## config.mk

```make
export PLATFORM = sky130hd
export DESIGN_NAME = alu_ctrl_stage
export DESIGN_NICKNAME = d
export VERILOG_FILES = /design/src/rtl/alu_ctrl_stage.sv
export SDC_FILE = /design/constraint.sdc
export NUM_CORES = 1
export LEC_CHECK = 0
export ABC_AREA = 1
export CORE_MARGIN = 3
export CORE_UTILIZATION = 40
export CTS_BUF_LIST = sky130_fd_sc_hd__clkbuf_2
export DETAILED_ROUTE_END_ITERATION = 10
export PLACE_DENSITY = 0.66
export SYNTH_ARGS = -nofsm -noshare
export SYNTH_HDL_FRONTEND = slang
export SYNTH_SLANG_ARGS = --single-unit
```

## constraint.sdc

```tcl
create_clock -name clk -period 1.8 [get_ports clk]
set_clock_uncertainty 0.15 [all_clocks]
set_input_delay 0.36 -clock clk [delete_from_list [all_inputs] [get_ports clk]]
set_output_delay 0.36 -clock clk [all_outputs]
set_load 0.03 [all_outputs]
```

## src/rtl/alu_ctrl_stage.sv

```systemverilog
// ALU-control decode stage between ID and EX: opcode/funct -> ALU code with illegal flag,
// valid/ready on both sides, and a multi-cycle hold after MULT/DIV.
module alu_ctrl_stage #(
    parameter int unsigned ALUOP_W    = 4,
    parameter int unsigned MULDIV_LAT = 4,
    parameter bit          EXT_EN     = 1'b1
) (
    input  logic               clk,
    input  logic               rst,
    input  logic               flush,
    input  logic               in_valid,
    output logic               in_ready,
    input  logic [5:0]         in_op,
    input  logic [5:0]         in_funct,
    output logic               out_valid,
    input  logic               out_ready,
    output logic [ALUOP_W-1:0] out_aluop,
    output logic               out_illegal,
    output logic               out_muldiv,
    output logic               busy
);

    localparam int unsigned CNT_W = 4;
    localparam logic [CNT_W-1:0] CNT_LOAD = CNT_W'(MULDIV_LAT - 1);
    localparam bit MULDIV_MULTI = (MULDIV_LAT > 1);

    typedef enum logic [1:0] {S_EMPTY, S_FULL, S_BUSY} state_e;

    state_e             state_q, state_d;
    logic [CNT_W-1:0]   cnt_q, cnt_d;
    logic               out_valid_q, out_valid_d;
    logic               busy_q, busy_d;
    logic [ALUOP_W-1:0] out_aluop_q, out_aluop_d;
    logic               out_illegal_q, out_illegal_d;
    logic               out_muldiv_q, out_muldiv_d;

    logic [3:0] dec_code;
    logic       dec_legal;
    logic       dec_muldiv;
    logic       in_xfer;
    logic       out_xfer;

    // Instruction decode; EXT_EN gates the extended logic/compare ops.
    always_comb begin
        dec_code   = 4'd0;
        dec_legal  = 1'b1;
        dec_muldiv = 1'b0;
        if (in_op == 6'h00) begin
            case (in_funct)
                6'h00, 6'h04:               dec_code = 4'd0;
                6'h03, 6'h07:               dec_code = 4'd1;
                6'h02, 6'h06:               dec_code = 4'd2;
                6'h18: begin                dec_code = 4'd3; dec_muldiv = 1'b1; end
                6'h1A: begin                dec_code = 4'd4; dec_muldiv = 1'b1; end
                6'h20, 6'h21, 6'h08, 6'h0C: dec_code = 4'd5;
                6'h22, 6'h23:               dec_code = 4'd6;
                6'h24:                      dec_code = 4'd7;
                6'h25:                      dec_code = 4'd8;
                6'h26: begin                dec_code = 4'd9;  dec_legal = EXT_EN; end
                6'h27: begin                dec_code = 4'd10; dec_legal = EXT_EN; end
                6'h2A:                      dec_code = 4'd11;
                6'h2B: begin                dec_code = 4'd12; dec_legal = EXT_EN; end
                default:                    dec_legal = 1'b0;
            endcase
        end else begin
            case (in_op)
                6'h08, 6'h09, 6'h02, 6'h03, 6'h0F: dec_code = 4'd5;
                6'h20, 6'h21, 6'h23, 6'h24,
                6'h25, 6'h28, 6'h29, 6'h2B:        dec_code = 4'd5;
                6'h0C:                             dec_code = 4'd7;
                6'h0D:                             dec_code = 4'd8;
                6'h0E: begin                       dec_code = 4'd9;  dec_legal = EXT_EN; end
                6'h0A, 6'h01, 6'h06, 6'h07:        dec_code = 4'd11;
                6'h0B: begin                       dec_code = 4'd12; dec_legal = EXT_EN; end
                6'h04, 6'h05:                      dec_code = 4'd6;
                default:                           dec_legal = 1'b0;
            endcase
        end
        if (!dec_legal) begin
            dec_code   = 4'd0;
            dec_muldiv = 1'b0;
        end
    end

    assign in_ready = ~flush & ((state_q == S_EMPTY) | ((state_q == S_FULL) & out_ready));
    assign in_xfer  = in_valid & in_ready;
    assign out_xfer = out_valid_q & out_ready;

    // State register and output flops.
    always_ff @(posedge clk) begin
        if (rst) begin
            state_q       <= S_EMPTY;
            cnt_q         <= '0;
            out_valid_q   <= 1'b0;
            busy_q        <= 1'b0;
            out_aluop_q   <= '0;
            out_illegal_q <= 1'b0;
            out_muldiv_q  <= 1'b0;
        end else begin
            state_q       <= state_d;
            cnt_q         <= cnt_d;
            out_valid_q   <= out_valid_d;
            busy_q        <= busy_d;
            out_aluop_q   <= out_aluop_d;
            out_illegal_q <= out_illegal_d;
            out_muldiv_q  <= out_muldiv_d;
        end
    end

    // Next-state logic; flush drops everything including a same-cycle instruction.
    always_comb begin
        state_d = state_q;
        cnt_d   = cnt_q;
        if (flush) begin
            state_d = S_EMPTY;
            cnt_d   = '0;
        end else begin
            case (state_q)
                S_EMPTY, S_FULL: begin
                    if (in_xfer) begin
                        if (dec_muldiv && MULDIV_MULTI) begin
                            state_d = S_BUSY;
                            cnt_d   = CNT_LOAD;
                        end else begin
                            state_d = S_FULL;
                        end
                    end else if (out_xfer) begin
                        state_d = S_EMPTY;
                    end
                end
                S_BUSY: begin
                    if (cnt_q == CNT_W'(1)) begin
                        state_d = S_FULL;
                        cnt_d   = '0;
                    end else begin
                        cnt_d = cnt_q - CNT_W'(1);
                    end
                end
                default: begin
                    state_d = S_EMPTY;
                    cnt_d   = '0;
                end
            endcase
        end
    end

    // Output register next values; data only changes on an accepting edge.
    always_comb begin
        out_valid_d   = (state_d == S_FULL);
        busy_d        = (state_d == S_BUSY);
        out_aluop_d   = out_aluop_q;
        out_illegal_d = out_illegal_q;
        out_muldiv_d  = out_muldiv_q;
        if (in_xfer) begin
            out_aluop_d   = ALUOP_W'(dec_code);
            out_illegal_d = ~dec_legal;
            out_muldiv_d  = dec_muldiv;
        end
    end

    assign out_valid   = out_valid_q;
    assign busy        = busy_q;
    assign out_aluop   = out_aluop_q;
    assign out_illegal = out_illegal_q;
    assign out_muldiv  = out_muldiv_q;

endmodule

```

Word level (Yosys, flattened, before mapping)

Index checks and enable logic that the tools add are counted.

Equality and inequality tests: 49
Bitwise gates (word level): 7
Muxes and demuxes: 20
Reductions and logical operators: 16
Add/sub/neg operators: 1

Operator list:

| kind                                           | count |
|---|---|
| == test 6 bit (second input constant)          | 18 |
| == test 6 x 4 -> 1 bit (second input constant) | 10 |
| one-hot mux 4 bit (12 select lines)            | 1 |
| == test 6 x 3 -> 1 bit (second input constant) | 7 |
| one-hot mux 4 bit (7 select lines)             | 1 |
| == test 6 x 2 -> 1 bit (second input constant) | 4 |
| OR reduction 23 bit                            | 1 |
| two-way mux 4 bit                              | 5 |
| OR reduction 20 bit                            | 1 |
| OR reduction 2 bit                             | 7 |
| OR reduction 13 bit                            | 1 |
| == test 6 x 5 -> 1 bit (second input constant) | 2 |
| logical NOT 6 bit                              | 2 |
| two-way mux 2 bit                              | 5 |
| one-hot mux 4 bit (2 select lines)             | 1 |
| OR reduction 4 bit                             | 2 |
| == test 6 x 1 -> 1 bit (second input constant) | 1 |
| two-way mux 1 bit                              | 6 |
| bitwise AND 1 bit                              | 4 |
| == test 2 x 1 -> 1 bit (second input constant) | 2 |
| == test 2 bit (second input constant)          | 2 |
| == test 4 x 1 -> 1 bit (second input constant) | 1 |
| != test 2 bit (second input constant)          | 2 |
| one-hot mux 2 bit (2 select lines)             | 1 |
| 5 further kinds                                | 6 |

Bits of input ports: 17
Logic and storage cells: 100
Flip-flop bits (word level): 14

Depth between registers and ports, before layout

Word-level depth: 10
Depth in mapped cells: 11
Mapped depth without buffers: 11

Worst setup path before layout

No wires, ideal clock.

Kind: register to output
Start: reg state_q[1]
End: out in_ready
Required time: 1.290 ns
Slack: 0.170 ns
Arrival time: 1.120 ns
Cell stages (with the launch flop): 3
Buffers on the path: 1
Cell sequence: dfxtp_1 buf_6 nor3_1

Cells in the longest elaborated chain, start to end: 4

Ends and longest elaborated chain:

| item                   | RTL line | text |
|---|---|---|
| start, declared        | 29       | `state_e state_q, state_d;` |
| start signal, assigned | 100      | `state_q <= state_d;` |
| == test 2 x 1 -> 1 bit | 85       | `assign in_ready = ~flush & ((state_q == S_EMPTY) \| ((state_q == S_FULL) & out_ready));` |
| bitwise AND 1 bit      | 85       |  |
| bitwise OR 1 bit *     | 85       |  |
| bitwise AND 1 bit *    | 85       |  |
| end, declared          | 12       | `output logic in_ready,` |

Mark *: on every way between the ends. The rest lies on a longest branch, timed or not.

Worst setup path after layout

Start: in in_funct[4]
End: reg out_aluop_q[2] (netlist: out_aluop[2])

Cells in the longest elaborated chain, start to end: 5

Ends and longest elaborated chain:

| item                                                                     | RTL line | text |
|---|---|---|
| start, declared                                                          | 14       | `input logic [5:0] in_funct,` |
| == test 6 bit (tied with other cells)                                    | 49       | `case (in_funct)` |
| OR reduction 4 bit (tied with other cells)                               | n/a      |  |
| one-hot mux 4 bit (12 select lines) or two-way mux 1 bit (tied branches) | 49       |  |
| two-way mux 4 bit or two-way mux 1 bit (tied branches)                   | 48       | `if (in_op == 6'h00) begin` |
| two-way mux 4 bit *                                                      | 79       | `if (!dec_legal) begin` |
| end signal, assigned                                                     | 104      | `out_aluop_q <= out_aluop_d;` |
| end, declared                                                            | 33       | `logic [ALUOP_W-1:0] out_aluop_q, out_aluop_d;` |

Marked as above.
A chain may end at the register's enable or synchronous reset.

==> results.sh <==
export IMPL_outcome="finished clean"
export IMPL_drcViolationCount=0
export IMPL_synthFlopType="dfxtp_1"
export IMPL_fmax_ghz=0.595
export IMPL_reg2reg_slack_ns=0.23
export IMPL_slew_viol_final=0
export IMPL_numPortBuffers=25
export IMPL_leakage_nw=0.896
export IMPL_crit_required_ns=1.87
export IMPL_crit_buf_inv=2
export IMPL_first_global_vias=1272
export IMPL_layout_commonest_cell="nand2_1"
export IMPL_layout_drive_gt1_share=0.187
export IMPL_pin_count=26
export IMPL_critPathKind="primary input to flip-flop"
export IMPL_coreArea_um2=2610
export IMPL_multiInputGateArea_um2=757
export IMPL_period_minus_slack_ns=1.68
export IMPL_htree_levels=1
export IMPL_placed_area_um2=1600
export IMPL_place_congestion=0.905
export IMPL_clk_latency_ns=0.27
export IMPL_antenna_found_initial=0
export IMPL_vias=1428
export IMPL_antenna_left=0
export IMPL_register_area_um2=280
export IMPL_finalPower_mw=0.683
export IMPL_critPathMaxFanout=3
export IMPL_worstPathCellList="clkdlybuf4s50_1 > inv_1 > nand2_1 > nor2_2 > nand2_1 > nand2_2 > nor2_1 > nand3_1 > nand2_1 > nand2_1 > nand2_1 > a21oi_1"
export IMPL_synth_top_area_frac=0.243
export IMPL_path_clk_slew_ns=0.12
export IMPL_synth_area_leaders="dfxtp_1, nand2_1, nand3_1"
export IMPL_layout_nets=272
export IMPL_grt_pass1_wl_um=5170
export IMPL_initialDrtViolationCount=55
export IMPL_dieArea_um2=3560
export IMPL_die_w_um=59.6
export IMPL_grt_use_total=0.185
export IMPL_cp_top_family="simple AND/OR/NAND/NOR gates"
export IMPL_grt_overflow_total=0
export IMPL_ys_ff_latch=14
export IMPL_postCtsSetupRepairBufs=0
export IMPL_period_share=0.934
export IMPL_slew_headroom=0.725
export IMPL_wl_um=3330
export IMPL_hpwl_um=2660
export IMPL_cts_buffers=3
export IMPL_seq_area_frac_synth=0.243
export IMPL_cp_num_cells=12
export IMPL_yosysWarnings=0
export IMPL_final_hold_viol_count=0
export IMPL_worst_setup_path_start_kind="primary input"
export IMPL_num_antenna_cells=0
export IMPL_setup_viol=0
export IMPL_maxCapViolations=0
export IMPL_r2r_start="cnt_q[0]$_SDFFE_PP0P_"
export IMPL_cpMaxStageDelayCell="clkdlybuf4s50_1"
export IMPL_tightest_slew_ns=0.410
export IMPL_ys_async_sr_fraction=0
export IMPL_synth_edf_count=0
export IMPL_fillers=267
export IMPL_cp_arrival_ns=1.75
export IMPL_initial_core_util=0.441
export IMPL_tns_ns=0
export IMPL_cp_common_cell="nand2_1"
export IMPL_yosysTopAreaCell="dfxtp_1"
export IMPL_cts_tree="done"
export IMPL_layoutNonFillerInstCount=281
export IMPL_hold_buffers=0
export IMPL_power_density_nw_per_um2=410
export IMPL_routedWlPerCell_um=11.8
export IMPL_rows=18
export IMPL_via_per_inst=5.08
export IMPL_dp_cells=278
export IMPL_avgSynthCellArea_um2=5.73
export IMPL_clock_root_buffer="clkbuf_2"
export IMPL_crit_start="in_funct[4]"
export IMPL_synth_cells=201
export IMPL_synth_cell_types=25
export IMPL_crit_path_end_kind="flip-flop"
export IMPL_reg2reg_depth=8
export IMPL_slowest_delay_ns=0.45
export IMPL_clockBufferDepth=2
export IMPL_grt_start_max_net_pins=8
export IMPL_firstDrtPassIters=4
export IMPL_design_area_um2=1670
export IMPL_syn_num_nets=220
export IMPL_cts_sinks=14
export IMPL_syn_area_um2=1150
export IMPL_final_cell_mix="nand2_1, inv_1, nor2_1, nand3_1, buf_4"
export IMPL_min_from="out_aluop[2]$_SDFFE_PP0P_"
export IMPL_hold_path_class="flip-flop to flip-flop"
export IMPL_area_growth_pct=44.7
export IMPL_irDropWorstVdd_uv=501
export IMPL_hold_path_depth=2
export IMPL_die_h_um=59.6
==> path summary, 6_finish.rpt <==
kind	end
worst max-delay path	out_aluop[2]$_SDFFE_PP0P_
worst min register to register	out_aluop[2]$_SDFFE_PP0P_
worst max register to register	cnt_q[0]$_SDFFE_PP0P_
worst min-delay path	out_aluop[2]$_SDFFE_PP0P_
==> routing by layer <==
| layer | vias to the layer above | share of wire | track usage |
|---|---|---|---|
| li1 | 747 | - | - |
| met1 | 636 | 0.43 | 0.232 |
| met2 | 41 | 0.51 | 0.332 |
| met3 | 4 | 0.050 | 0.0414 |
| met4 | 0 | 0.0069 | 0.0190 |
| met5 | - | 0 | 0 |
==> cells by family after synthesis <==
logic type / count (synthesis) / synth area share
AND/OR/NAND/NOR: 118 / 0.455
adder cells (fa/ha/maj): 2 / 0.0217
XOR/XNOR: 1 / 0.00761
buffers and inverters: 39 / 0.137
flip-flops: 14 / 0.243
AO/OA/AOI/OAI: 27 / 0.135
==> cell usage after synthesis, types with 2 or more instances <==
master,instances
inv_1,35
nand3_1,27
nor2_1,35
nand4_1,6
nor3_1,8
ha_1,2
nand2_1,39
a21oi_2,2
a21oi_1,12
o21ai_0,7
dfxtp_1,14
==> final cells by class <==
cell class	count	share of cell area
multi-input combinational	148	0.455
sequential	14	0.168
timing repair buffer	50	0.264
clock buffer	3	0.00902
inverter	36	0.0811
tap	30	0.0225
==> where the power goes <==
group	internal [mW]	switching (mW)	leakage, nW	total [mW]
Sequential	0.316	0.00265	0.113	0.319
Clock	0.0454	0.0977	0.0125	0.143
Combinational	0.0994	0.122	0.770	0.221
==> registers in the layout, summed over array words and instances (netlist names) <==
register / flops
cnt_q: 4
busy: 1
out_valid: 1
out_muldiv: 1
out_illegal: 1
state_q: 2
out_aluop: 4
==> worst register-to-register path, delay by kind of cell, from the launching register on <==
kind	cells	cell delay (ns)
AO/OA/AOI/OAI	3	0.41
adder cells (fa/ha/maj)	1	0.19
buffers and inverters	1	0.05
flip-flops	1	0.42
AND/OR/NAND/NOR	3	0.26
==> metrics by stage <==
stage | hold slack (ns) | setup WS [ns] | utilization
2_1_floorplan | 0.315 | 0.170 | -
3_3_place_gp | 0.301 | -0.325 | 0.613
3_5_place_dp | 0.311 | -0.367 | 0.613
4_1_cts | 0.327 | 0.0128 | 0.617
5_1_grt | 0.359 | -0.0729 | 0.637
6_report | 0.322 | 0.118 | 0.637
==> timing repair <==
| item | 4_1_cts | 5_1_grt |
|---|---|---|
| setup endpoints to repair | 13 | 14 |
| pin swaps | 1 | 3 |
| resized for setup | 12 | 21 |
| hold endpoints to repair | 0 | 0 |
No activity file was read; power rests on OpenSTA's default activity.
